<file path="src/rtl/pixel_out_pkg.sv">
// Shared constants, timing payload and helpers for the final VGA pixel selector.
// The default sync latency is the sum of the colour chain stage latencies.
package pixel_out_pkg;

    localparam int unsigned YCRCB2RGB_DLY = 4;
    localparam int unsigned RGB2HSV_DLY   = 23;
    localparam int unsigned THRESHOLD_DLY = 1;
    localparam int unsigned HSV2RGB_DLY   = 10;
    localparam int unsigned ENHANCE_DLY   = 1;
    localparam int unsigned SEPIA_DLY     = 4;
    localparam int unsigned INVERT_DLY    = 1;

    // Latency of the default chain: ycrcb2rgb, rgb2hsv, threshold, hsv2rgb, enhance, sepia.
    localparam int unsigned DEFAULT_SYNC_DLY = YCRCB2RGB_DLY + RGB2HSV_DLY + THRESHOLD_DLY
                                             + HSV2RGB_DLY + ENHANCE_DLY + SEPIA_DLY;

    localparam int unsigned RGB_W       = 24;
    localparam int unsigned FB_W        = 8;
    localparam int unsigned HCOUNT_W    = 11;
    localparam int unsigned VCOUNT_W    = 10;
    localparam int unsigned FRAME_CNT_W = 16;

    typedef struct packed {
        logic hsync;
        logic vsync;
        logic blank;
        logic in_win;
    } vga_timing_t;

    localparam int unsigned TIMING_W = $bits(vga_timing_t);

    // Selector width: live codes 0..num_src-1 plus one frame-buffer code.
    function automatic int unsigned sel_width(input int unsigned num_src);
        return $clog2(num_src + 1);
    endfunction

    function automatic logic [RGB_W-1:0] rgb332_to_rgb888(input logic [FB_W-1:0] px);
        return {px[7:5], 5'b0, px[4:2], 5'b0, px[1:0], 6'b0};
    endfunction

endpackage

</file>
<file path="src/rtl/sync_delay_line.sv">
// Synchronous-reset shift register exposing taps DEPTH-1 and DEPTH.
// DEPTH must be at least 2.
module sync_delay_line #(
    parameter int unsigned     WIDTH     = 4,
    parameter int unsigned     DEPTH     = 2,
    parameter logic [WIDTH-1:0] RESET_VAL = '0
) (
    input  logic             clk,
    input  logic             reset,
    input  logic [WIDTH-1:0] data_i,
    output logic [WIDTH-1:0] tap_pre_o,
    output logic [WIDTH-1:0] tap_o
);

    logic [WIDTH-1:0] stage_q [DEPTH];

    always_ff @(posedge clk) begin
        if (reset) begin
            for (int i = 0; i < DEPTH; i++) begin
                stage_q[i] <= RESET_VAL;
            end
        end else begin
            stage_q[0] <= data_i;
            for (int i = 1; i < DEPTH; i++) begin
                stage_q[i] <= stage_q[i-1];
            end
        end
    end

    assign tap_pre_o = stage_q[DEPTH-2];
    assign tap_o     = stage_q[DEPTH-1];

endmodule

</file>
<file path="src/rtl/pixel_out_mux.sv">
// Final-stage VGA pixel selector: realigns sync to the colour chain latency and
// switches among live sources and the RGB332 frame buffer only at frame boundaries.
module pixel_out_mux
    import pixel_out_pkg::*;
#(
    parameter int unsigned NUM_SRC       = 2,
    parameter int unsigned SYNC_DLY      = DEFAULT_SYNC_DLY,
    parameter int unsigned DISP_W        = 640,
    parameter int unsigned DISP_H        = 400,
    parameter logic [23:0] BORDER_RGB    = 24'hFFFFFF,
    parameter bit          VSYNC_ACT_LOW = 1'b1
) (
    input  logic                              clk,
    input  logic                              reset,
    input  logic [sel_width(NUM_SRC)-1:0]     src_req,
    input  logic                              mute,
    input  logic [RGB_W*NUM_SRC-1:0]          src_pixel,
    input  logic [FB_W-1:0]                   fb_pixel,
    input  logic [HCOUNT_W-1:0]               hcount,
    input  logic [VCOUNT_W-1:0]               vcount,
    input  logic                              hsync,
    input  logic                              vsync,
    input  logic                              blank,
    output logic [RGB_W-1:0]                  pixel_out,
    output logic                              hsync_out,
    output logic                              vsync_out,
    output logic                              blank_out,
    output logic [sel_width(NUM_SRC)-1:0]     active_sel,
    output logic                              switch_pending,
    output logic [FRAME_CNT_W-1:0]            frame_cnt
);

    localparam int unsigned      SEL_W     = sel_width(NUM_SRC);
    localparam logic [SEL_W-1:0] FB_CODE   = SEL_W'(NUM_SRC);
    localparam logic             SYNC_IDLE = VSYNC_ACT_LOW;
    localparam int unsigned      FLUSH_W   = $clog2(SYNC_DLY + 1);
    localparam vga_timing_t      TIMING_IDLE = '{hsync: SYNC_IDLE, vsync: SYNC_IDLE,
                                                 blank: 1'b1, in_win: 1'b0};

    vga_timing_t timing_raw;
    vga_timing_t timing_pre;
    vga_timing_t timing_dly;

    logic [SEL_W-1:0]       pending_q, pending_d;
    logic [SEL_W-1:0]       active_q, active_d;
    logic                   switch_pending_q, switch_pending_d;
    logic [FRAME_CNT_W-1:0] frame_cnt_q, frame_cnt_d;
    logic [FLUSH_W-1:0]     flush_cnt_q, flush_cnt_d;
    logic [RGB_W-1:0]       pixel_q, pixel_d;
    logic [RGB_W-1:0]       live_px;
    logic                   req_legal;
    logic                   flushed;
    logic                   frame_bnd;

    // Window membership is judged on the raw counters and then travels with the sync bits.
    always_comb begin
        timing_raw        = TIMING_IDLE;
        timing_raw.hsync  = hsync;
        timing_raw.vsync  = vsync;
        timing_raw.blank  = blank;
        timing_raw.in_win = (hcount < HCOUNT_W'(DISP_W)) && (vcount < VCOUNT_W'(DISP_H));
    end

    sync_delay_line #(
        .WIDTH     (TIMING_W),
        .DEPTH     (SYNC_DLY),
        .RESET_VAL (TIMING_IDLE)
    ) u_sync_dly (
        .clk       (clk),
        .reset     (reset),
        .data_i    (timing_raw),
        .tap_pre_o (timing_pre),
        .tap_o     (timing_dly)
    );

    // Frame boundary is only trusted once both compared taps hold post-reset timing.
    assign flushed = (flush_cnt_q == FLUSH_W'(SYNC_DLY));

    always_comb begin
        req_legal        = (src_req <= FB_CODE);
        pending_d        = req_legal ? src_req : pending_q;
        frame_bnd        = flushed && (timing_dly.vsync == SYNC_IDLE)
                                   && (timing_pre.vsync != SYNC_IDLE);
        active_d         = frame_bnd ? pending_d : active_q;
        frame_cnt_d      = frame_bnd ? frame_cnt_q + FRAME_CNT_W'(1) : frame_cnt_q;
        switch_pending_d = (pending_d != active_d);
        flush_cnt_d      = flushed ? flush_cnt_q : flush_cnt_q + FLUSH_W'(1);

        live_px = '0;
        for (int k = 0; k < NUM_SRC; k++) begin
            if (active_d == SEL_W'(k)) begin
                live_px = src_pixel[RGB_W*k +: RGB_W];
            end
        end

        // The new source already drives the first pixel of the sync-pulse line.
        if (mute) begin
            pixel_d = '0;
        end else if (timing_pre.blank) begin
            pixel_d = '0;
        end else if (active_d == FB_CODE) begin
            pixel_d = timing_pre.in_win ? rgb332_to_rgb888(fb_pixel) : BORDER_RGB;
        end else begin
            pixel_d = live_px;
        end
    end

    always_ff @(posedge clk) begin
        if (reset) begin
            pending_q        <= '0;
            active_q         <= '0;
            switch_pending_q <= 1'b0;
            frame_cnt_q      <= '0;
            flush_cnt_q      <= '0;
            pixel_q          <= '0;
        end else begin
            pending_q        <= pending_d;
            active_q         <= active_d;
            switch_pending_q <= switch_pending_d;
            frame_cnt_q      <= frame_cnt_d;
            flush_cnt_q      <= flush_cnt_d;
            pixel_q          <= pixel_d;
        end
    end

    assign pixel_out      = pixel_q;
    assign hsync_out      = timing_dly.hsync;
    assign vsync_out      = timing_dly.vsync;
    assign blank_out      = timing_dly.blank;
    assign active_sel     = active_q;
    assign switch_pending = switch_pending_q;
    assign frame_cnt      = frame_cnt_q;

    logic unused_timing;
    assign unused_timing = ^{timing_pre.hsync, timing_dly.in_win};

endmodule

</file>
<file path="config.mk">
export PLATFORM = sky130hd
export DESIGN_NAME = pixel_out_mux
export DESIGN_NICKNAME = d
export VERILOG_FILES = /design/src/rtl/pixel_out_pkg.sv /design/src/rtl/sync_delay_line.sv /design/src/rtl/pixel_out_mux.sv
export SDC_FILE = /design/constraint.sdc
export NUM_CORES = 1
export LEC_CHECK = 0
export CORE_MARGIN = 10
export CORE_UTILIZATION = 55
export CTS_CLUSTER_DIAMETER = 50
export CTS_CLUSTER_SIZE = 28
export DETAILED_ROUTE_END_ITERATION = 6
export PLACE_DENSITY_LB_ADDON = 0.25
export SKIP_LAST_GASP = 1
export SYNTH_ARGS = -nofsm -noshare
export SYNTH_HDL_FRONTEND = slang
export SYNTH_SLANG_ARGS = --single-unit
</file>
<file path="constraint.sdc">
create_clock -name clk -period 3.8 [get_ports clk]
set_input_delay 0.76 -clock clk [delete_from_list [all_inputs] [get_ports clk]]
set_output_delay 0.76 -clock clk [all_outputs]
set_load 0.1 [all_outputs]
</file>
; ---- Yosys cells after proc, flatten, opt, wreduce, memory -nomap -nowiden
; Memories as Yosys holds them, arrays and structs flattened.
; Cells that the tools add are included.
[word_totals]
regBits = 51
ram_bits = 172
in_bits = 85
wordCells = 117
mem_count = 1
[memory_table]
columns = name, words, width, rd, rd_clocked_by_memory_dff, write_ports, line
row1 = u_sync_dly.stage_q, 43, 4, 43, 0, 43, sync_delay_line.sv:15  ; logic [WIDTH-1:0] stage_q [DEPTH];
[classes]
add_sub_neg = 2
magnitude_cmp = 3
eq_ne = 4
n_mux = 52
bitwise_logic = 44
reduce_logical = 5
[ops]
columns = operator, n
row1 = $mux 4, 43
row2 = $mux 24, 4
row3 = $or 1x1->1, 43
row4 = $add 16x1->16 const B, 1
row5 = $lt 11x10->1 const B, 1
row6 = $lt 10x9->1 const B, 1
row7 = $add 6x1->6 const B, 1
row8 = $eq 6x6->1 const B, 1
row9 = $mux 2, 2
row10 = $logic_and 1x1->1, 3
row11 = $mux 1, 3
row12 = $reduce_or 3->1, 1
row13 = $eq 2x1->1 const B, 1
row14 = $eq 2x2->1 const B, 1
row15 = $le 2x2->1 const B, 1
row16 = $logic_not 2->1, 1
row17 = $ne 2x2->1, 1
row18 = $not 1->1, 1

; ---- Logic depth before layout (Yosys ltp)
; Gate-level depths: netlist of run 1.
[logic_depth]
word_depth = 8
depth_mapped = 8
ltp_nobuf = 6

; ---- Modules after synthesis
; A second synthesis of run 1 with hierarchy kept.
[unflattened]
cells_unflattened = 607
hier_area_um2 = 7015.5
[modules_own_cells]
columns = module, n_inst, cells_per_inst, area_each_um2
row1 = sync_delay_line, 1, 371, 4794.6
row2 = pixel_out_mux, 1, 236, 2220.9

; ---- Least setup slack after synthesis of run 1
; Ideal clock, no wire load.
[synth_timing]
path_kind = register to register
startpoint = memory u_sync_dly.stage_q[42][2] (netlist: u_sync_dly.stage_q[2][42])
endpoint = register pixel_q[0] (netlist: pixel_out[0])
arrival_ps = 2507
required_ps = 3678
path_slack_ps = 1171
stages_incl_launch_ff = 7
period_less_slack_ps = 2629
path_cell_list = dfxtp_1 > nor4b_4 > buf_6 > mux2_2 > and3_4 > buf_6 > a221o_1
[synth_lines]
columns = item, line
row1 = "start, declared", sync_delay_line.sv:15
row2 = "end signal, assigned", pixel_out_mux.sv:122  ; pixel_q <= pixel_d;
row3 = "end, declared", pixel_out_mux.sv:49  ; logic [RGB_W-1:0] pixel_q, pixel_d;

; ---- Final worst setup path of run 1
[layout_timing]
startpoint = register active_q[1] (netlist: active_sel[1])
endpoint = output active_sel[1]
[layout_lines]
columns = item, line
row1 = "start, declared", pixel_out_mux.sv:45  ; logic [SEL_W-1:0] active_q, active_d;
row2 = "start signal, assigned", pixel_out_mux.sv:118  ; active_q <= active_d;
row3 = "end, declared", pixel_out_mux.sv:28  ; output logic [sel_width(NUM_SRC)-1:0] active_sel,
; No word-level cell between the ends.

==> impl_results.md, run 1 <==
* Hold EP: u_sync_dly.stage_q[1][62]
* Area Overhead vs Synth at 26.7%
* Worst path arrival time at 2.28 ns
* Diode count at 0
* Post-placement cell area at 8040 µm²
* Startpoint type of the worst setup path: flip-flop
* Setup_tns at 0 ns
* Vert. Die Dim at 131 µm
* Inst Count DP at 850
* Die width at 131 µm
* Syn nets at 678
* Post-CTS Resized at 0
* CTS sink cnt at 222
* Initial Utilization at 56.2%
* Most common cell after layout, fill and taps aside: dfxtp_1
* Synth Register Bits at 222
* Post-synth top area share at 65.6%
* RSZ-0062 raised after global routing: no
* Core Region at 12100 µm²
* I/O Pins at 131
* TritonCTS clock tree: built
* Nets at 787
* Critical path class: reg2out
* Crit. End Element: output port
* Clock-pin slew on the worst setup and hold paths at 0.09 ns
* Max VDD drop at 0.000502 V
* Routed Antenna Nets at 0
* Clock buffer count from CTS at 16
* DPL Wire Length at 8.56 mm
* DRC viols at 0
* Reg-to-reg endpoint: pixel_out[0]
* Tcrit/Tclk final at 80.0%
* Synth area leader: dfxtp_1
* Vias in the first global route at 4048
* Via count at 4201
* Fin. Hold Viols at 0
* Fin Clk Skew at 0.0203 ns
* Non-filler cells, final at 878
* Initial antenna violation count at 0
* CTS Root Cell: clkbuf_16
* Power per Cell Area at 492 nW/µm²
* Remaining global-route overflow at 0
* CP cell instances: clkdlybuf4s50_1
* Hold/Removal Path Class: reg2reg
* Hold Startpoint: u_sync_dly.stage_q[1][58]
* Clk_lat worst skew at 0.48 ns
* FP Rows at 40
* Post-Synth Simple-Gate Area at 22.0%
* Drt pass-1 iters at 4
* Worst path slowest cell: clkdlybuf4s50_1
* R2R Setup Slk at 0.82 ns
* Final Core Density at 71.2%
* Worst Tran Pin Value at 1.08 ns
* Setup bufs post-CTS at 0
* Drt wl/cell at 14.7 µm
* Final GP Congestion at 0.775
* Hold Buf Count CTS at 0
* EDFF count, synth at 0
* WP data required at 3.04 ns
* Synthesized cell area at 6780 µm²
* Max incr delay on CP at 1.24 ns
* Largest net degree at the start of global routing at 143
* CP bufs+invs at 1
* Worst Path Max Fanout at 10
* Share of cells above drive strength 1 at 24.1%
* Leakage power at 3.19 nW
* Reg2Reg Depth at 5
* PortBufs at 119
* Cell family contributing the most delay on the critical path: buffers and inverters
* Max_slew headroom at 27.9%
* Mean post-synth cell area at 11.5 µm²
* Drt total wl at 12.9 mm
* Async set-reset flop share out of synthesis at 0%
* Setup-failing EPs final at 0
* Reg2reg start: flush_cnt_q[2]
* Fin area at 8590 µm²
* Largest family of logic cells by synthesized area: simple AND/OR/NAND/NOR gates
* Synth warn at 0
* Mux cell area share after synthesis at 1.33%
* Max-cap violation count at 0
* Die area at 17200 µm²
* First DRT Iteration DRCs at 140
* Post-synth cell types at 43
* Hold Path Depth at 1
* Place WS at 0.821 ns
* Status: completed
* Dominant synthesized flop cell: dfxtp_1
* Compound-Gate Fraction of Synth Area at 5.28%
* Register area share after synthesis at 65.6%
* Final slew viol count at 0
* Min Tclk post-route at 3.04 ns
* Syn Inst Count at 591
* GRT Total Usage at 14.6%
* Top post-synthesis cells by area: dfxtp_1 66%, or2_2 12%, nor2b_1 4.2%
* Max Clk Rate at 0.329 GHz
* Most frequent cells in the layout: 222 x dfxtp_1, 130 x or2_2, 117 x clkdlybuf4s50_1
* First-pass GRT wire length at 20.5 mm
* PnR worst setup slack at 0.760 ns
* H-tree depth at 1
* Synth Area in XOR/XNOR at 2.45%
* DR vias/cell at 4.78
* Clk buf depth at 3
* Adder-cell share of the synthesized area at 0.369%
## worst register-to-register path, delay by kind of cell, from the launching register on
family	cells	cell delay [ns]
mux	1	0.41
flops	1	0.34
compound gates	1	0.22
simple gates	3	1.95
## flip-flops by register name (all words and copies together), names as in the netlist
register	flops
switch_pending	1
u_sync_dly.stage_q	171
frame_cnt	16
active_sel	2
pixel_out	24
flush_cnt_q	6
pending_q	2
## cells by family (layout without fill, tap and decap cells)
logic type / after synthesis / in the layout
flops: 222 / 222
fa+ha+maj: 2 / 2
xor+xnor: 19 / 19
simple gates: 252 / 252
buf+inv: 42 / 161
compound gates: 46 / 46
mux: 8 / 8
## per-stage QoR
| step | total power [mW] | hold WS [ns] |
|---|---|---|
| global route | 4.37 | 0.405 |
| global placement | 2.52 | 0.393 |
| floorplan | 2.44 | 0.389 |
| CTS | 4.26 | 0.396 |
| detailed placement | 2.53 | 0.393 |
| finish | 4.22 | 0.400 |
## worst max path at each step
stage                                          from             to  slack, ns  cells past startpoint
final                                 active_sel[1]  active_sel[1]       0.76                      1
after global routing                 flush_cnt_q[2]   pixel_out[0]       0.64                      5
after CTS                             active_sel[1]  active_sel[1]       0.76                      1
after detailed placement                       mute   pixel_out[4]       0.82                      7
after global placement                         mute   pixel_out[5]       0.86                      7
after floorplan           u_sync_dly.stage_q[2][42]   pixel_out[0]       1.17                      6
## layer usage
layer  global-route usage [%]  wire [µm]  vias up
li1                         -          -     2124
met1                     18.0       5570     1943
met2                     24.5       5970      113
met3                     4.03       1050       21
met4                     4.12        280        0
met5                        0          0        -
## cells in the mapped netlist, types with 3 or more instances
cell      count
a21oi_1      11
a221o_1      20
buf_2         3
buf_6         4
clkbuf_1     22
dfxtp_1     222
inv_1        11
mux2i_1       5
nand2_1      15
nand3_1       7
nand4_1       6
nor2_1       26
nor2b_1      46
nor3_1        6
o21ai_0       4
o22ai_1       5
or2_2       130
xnor2_1       7
xor2_1       12
## report_power, final
part | internal (mW) | switching (mW)
logic | 0.0813 | 0.0538
clock network | 0.923 | 0.823
registers | 2.34 | 0.00515
## cell type report
cell class	count	area (µm²)
flip-flops and latches	222	4440
clock inverters	11	124
fillers	872	3470
clock buffers	17	425
well taps	168	210
inverters	11	41.3
multi-input cells	327	2130
repair buffers	122	1210
Power figures use the tool's default switching activity.
==> run 2: changes to the inputs <==
- CORE_UTILIZATION: 55 -> 46
- clock period: 3.8 -> 2.5 ns (I/O delays scaled with it)
==> impl_results.md, run 2 (synthesized netlist as in run 1, its figures left out) <==
* DRC viols at 0
* Max_slew headroom at 57.5%
* RSZ-0062 raised after global routing: no
* GRT Total Usage at 12.2%
* Largest net degree at the start of global routing at 201
* Remaining global-route overflow at 0
* TritonCTS clock tree: built
* Die area at 20000 µm²
* Power per Cell Area at 770 nW/µm²
* First DRT Iteration DRCs at 188
* Final slew viol count at 0
* Largest Register: u_sync_dly.stage_q
* Footprint of the multi-input gates at 2130 µm²
* Via count at 4198
* Max Clk Rate at 0.437 GHz
* Drt pass-1 iters at 4
* WP data required at 2.85 ns
* Critical path class: reg2reg
* Max incr delay on CP at 0.44 ns
* Drt wl/cell at 14.0 µm
* Vert. Die Dim at 141 µm
* H-tree depth at 1
* Tcrit/Tclk final at 91.5%
* DPL Wire Length at 8.21 mm
* Worst Path Max Fanout at 21
* Post-CTS Resized at 0
* Worst Tran Pin Value at 0.637 ns
* Nets at 796
* Clock-pin slew on the worst setup and hold paths at 0.08 ns
* FP Rows at 44
* Fillers at 1196
* Share of cells above drive strength 1 at 31.4%
* Clk_lat worst skew at 0.48 ns
* Area Overhead vs Synth at 27.4%
* Drt total wl at 12.6 mm
* Most common cell after layout, fill and taps aside: dfxtp_1
* Hold/Removal Path Class: reg2reg
* I/O Pins at 131
* Max reg flops at 171
* Min Tclk post-route at 2.29 ns
* Final GP Congestion at 0.828
* Fin. Hold Viols at 0
* Setup_tns at 0 ns
* Setup-failing EPs final at 0
* Worst path slowest cell: or3b_1
* Leakage power at 3.35 nW
* Status: completed
* Max-cap violation count at 0
* Setup bufs post-CTS at 0
* First-pass GRT wire length at 20.8 mm
* Vias in the first global route at 4221
* Crit. End Element: flip-flop
* Startpoint type of the worst setup path: flip-flop
* CTS sink cnt at 222
* Worst path arrival time at 2.64 ns
* Seq. cell area at 4450 µm²
* Initial antenna violation count at 0
* Initial Utilization at 46.8%
* Clk buf depth at 3
* Core Region at 14500 µm²
* PortBufs at 119
* Hold Buf Count CTS at 0
* Max VDD drop at 0.000543 V
* Die width at 141 µm
* Most frequent cells in the layout: 221 x dfxtp_1, 130 x or2_2, 72 x clkdlybuf4s50_1
* Diode count at 0
* Hold WS at 0.402 ns
* CTS Root Cell: clkbuf_16
* DR vias/cell at 4.65
* Fin Clk Skew at 0.0165 ns
* CP cell instances: or3b_1, nor4b_4, mux2_2, and3_4, a221o_2
* Routed Antenna Nets at 0
* Clock buffer count from CTS at 18
==> run 2: area by class of cell <==
class	instances	share of cell area, %
clock inverters	8	1.23
inverters	11	0.478
clock buffers	22	5.98
repair buffers	129	13.4
flip-flops and latches	222	51.5
well taps	184	2.67
multi-input cells	327	24.7
==> run 2: worst paths after layout <==
path | to | from | slack, ns | cells after the start
max | pixel_out[23] | flush_cnt_q[2] | 0.21 | 5
min | u_sync_dly.stage_q[2][13] | u_sync_dly.stage_q[2][9] | 0.40 | 1
max reg2reg | pixel_out[23] | flush_cnt_q[2] | 0.21 | 5
min reg2reg | u_sync_dly.stage_q[2][13] | u_sync_dly.stage_q[2][9] | 0.40 | 1
==> run 2: layer usage <==
layer | wire [µm] | up-vias | global-route usage [%] | part of all wire [%]
met4 | 231 | 0 | 3.12 | 1.8
met5 | 0 | - | 0 | 0
met2 | 5710 | 106 | 20.6 | 45
met3 | 664 | 21 | 2.80 | 5.3
li1 | - | 2141 | - | -
met1 | 6000 | 1930 | 15.3 | 48
==> run 2: stage by stage <==
step           instances  util [%]  setup WS (ns)  power (mW)  area, µm²
6_report             903      59.6          0.212        6.65       8630
5_1_grt              903      59.6          0.105        6.90       8630
4_1_cts              903      59.6          0.196        6.74       8630
3_5_place_dp         873      55.3          0.116        3.85       8010
3_3_place_gp         873      55.3          0.160        3.84       8010
2_1_floorplan        591         -         0.0744        3.71       6780
==> run 2: worst max-delay path: cells and delay by family, from the launching register on <==
| family | cells | cell delay [ns] |
|---|---|---|
| simple gates | 3 | 1.03 |
| compound gates | 1 | 0.40 |
| mux | 1 | 0.39 |
| flops | 1 | 0.35 |
==> run 2: where the power goes <==
part | switching, mW | internal (mW) | leakage, nW
Sequential | 0.00738 | 3.55 | 1.80
Clock | 1.27 | 1.62 | 0.304
Combinational | 0.0824 | 0.127 | 1.25
==> run 3: changes to the inputs <==
- CORE_UTILIZATION: 46 -> 48
- CTS_BUF_LIST: default -> sky130_fd_sc_hd__clkbuf_4 sky130_fd_sc_hd__clkbuf_8
- GPL_TIMING_DRIVEN: default -> 0
==> impl_results.md, run 3 (synthesized netlist as in run 1, its figures left out) <==
* Drt total wl at 13.2 mm
* Nets at 823
* Die area at 19300 µm²
* Drt wl/cell at 14.3 µm
* Final slew viol count at 0
* Largest net degree at the start of global routing at 23
* Max incr delay on CP at 1.12 ns
* CP bufs+invs at 1
* Routed Antenna Nets at 0
* WP data required at 2.00 ns
* Tcrit/Tclk final at 97.9%
* Vias in the first global route at 4288
* Clk buf depth at 3
* Share of cells above drive strength 1 at 25.4%
* Hold/Removal Path Class: reg2reg
* Most common cell after layout, fill and taps aside: dfxtp_1
* First-pass GRT wire length at 21.8 mm
* DR vias/cell at 4.73
* Remaining global-route overflow at 0
* Max reg flops at 171
* Initial Utilization at 48.8%
* Clk_lat worst skew at 0.50 ns
* Clock-pin slew on the worst setup and hold paths at 0.11 ns
* Critical path class: reg2out
* Status: completed
* CP cell instances: clkdlybuf4s50_1
* Final GP Congestion at 0.795
* Fillers at 1129
* DRC viols at 0
* Setup_tns at 0 ns
* TritonCTS clock tree: built
* RSZ-0062 raised after global routing: no
* Crit. End Element: output port
* Worst path arrival time at 1.95 ns
* H-tree depth at 1
* Setup-failing EPs final at 0
* Clock buffer count from CTS at 19
* First DRT Iteration DRCs at 174
* Via count at 4385
* Startpoint type of the worst setup path: flip-flop
* Final Core Density at 62.8%
* Fin Clk Skew at 0.0181 ns
* Leakage power at 3.59 nW
* Drt pass-1 iters at 4
* Worst Tran Pin Value at 1.02 ns
* Largest Register: u_sync_dly.stage_q
* Initial antenna violation count at 0
* Worst path slowest cell: clkdlybuf4s50_1
* Vert. Die Dim at 139 µm
* I/O Pins at 131
* Fin. Hold Viols at 0
* Diode count at 0
* Max VDD drop at 0.000562 V
* Max_slew headroom at 32.1%
* CTS sink cnt at 222
* Worst Path Max Fanout at 1
* GRT Total Usage at 13.1%
* PortBufs at 119
* CTS Root Cell: clkbuf_8
* Power per Cell Area at 700 nW/µm²
* Cell family contributing the most delay on the critical path: buffers and inverters
* Core Region at 13900 µm²
* Most frequent cells in the layout: 219 x dfxtp_1, 130 x or2_2, 79 x clkdlybuf4s50_1
* FP Rows at 43
* Max Clk Rate at 0.408 GHz
* DPL Wire Length at 9.37 mm
* Area Overhead vs Synth at 28.7%
* Max-cap violation count at 0
* Die width at 139 µm
* Min Tclk post-route at 2.45 ns
run 3: worst paths after layout:
check                                                from                         to  slack [ns]  cells past startpoint
worst max-delay path                         pixel_out[0]               pixel_out[0]        0.05                      1
worst min-delay path            u_sync_dly.stage_q[0][29]  u_sync_dly.stage_q[0][33]        0.41                      1
worst max register to register             flush_cnt_q[2]               pixel_out[7]        0.15                      7
worst min register to register  u_sync_dly.stage_q[0][29]  u_sync_dly.stage_q[0][33]        0.41                      1
run 3: final cells by class:
cell class              instances  area, µm²  share of cell area (%)
flip-flops and latches        222       4450                    51.0
multi-input cells             327       2160                    24.7
clock inverters                11        163                    1.86
repair buffers                125       1240                    14.2
plain buffers                  30        149                    1.71
inverters                      11       41.3                   0.473
clock buffers                  22        303                    3.47
well taps                     180        225                    2.58
run 3: per-layer routing:
layer	track usage, %	vias up	part of all wire (%)
met5	0	-	0
met4	3.24	0	1.7
met3	3.18	20	6.1
met2	20.6	124	44
met1	17.8	2045	48
li1	-	2196	-
run 3: where the power goes:
group          switching [mW]  internal (mW)
sequential            0.00728           3.55
combinational          0.0917          0.131
clock                    1.30           1.03
run 3: metrics by stage:
stage | instances | power, mW | cell area (µm²) | hold WS (ns) | setup WS (ns)
after floorplan | 591 | 3.71 | 6780 | 0.389 | 0.0744
after global routing | 928 | 6.36 | 8720 | 0.426 | 0.00106
after CTS | 927 | 6.18 | 8660 | 0.409 | 0.000910
after detailed placement | 890 | 3.86 | 8200 | 0.393 | -0.388
after global placement | 890 | 3.85 | 8200 | 0.391 | -0.372
final | 928 | 6.10 | 8720 | 0.409 | 0.0517
run 3: what timing repair did:
action | in CTS | in global routing
pin swaps | 1 | 1
buffers inserted | 4 | 2
resized for setup | 27 | 20
hold endpoints to repair | 0 | 0
setup endpoints to repair | 46 | 34
hold buffers | 0 | 0
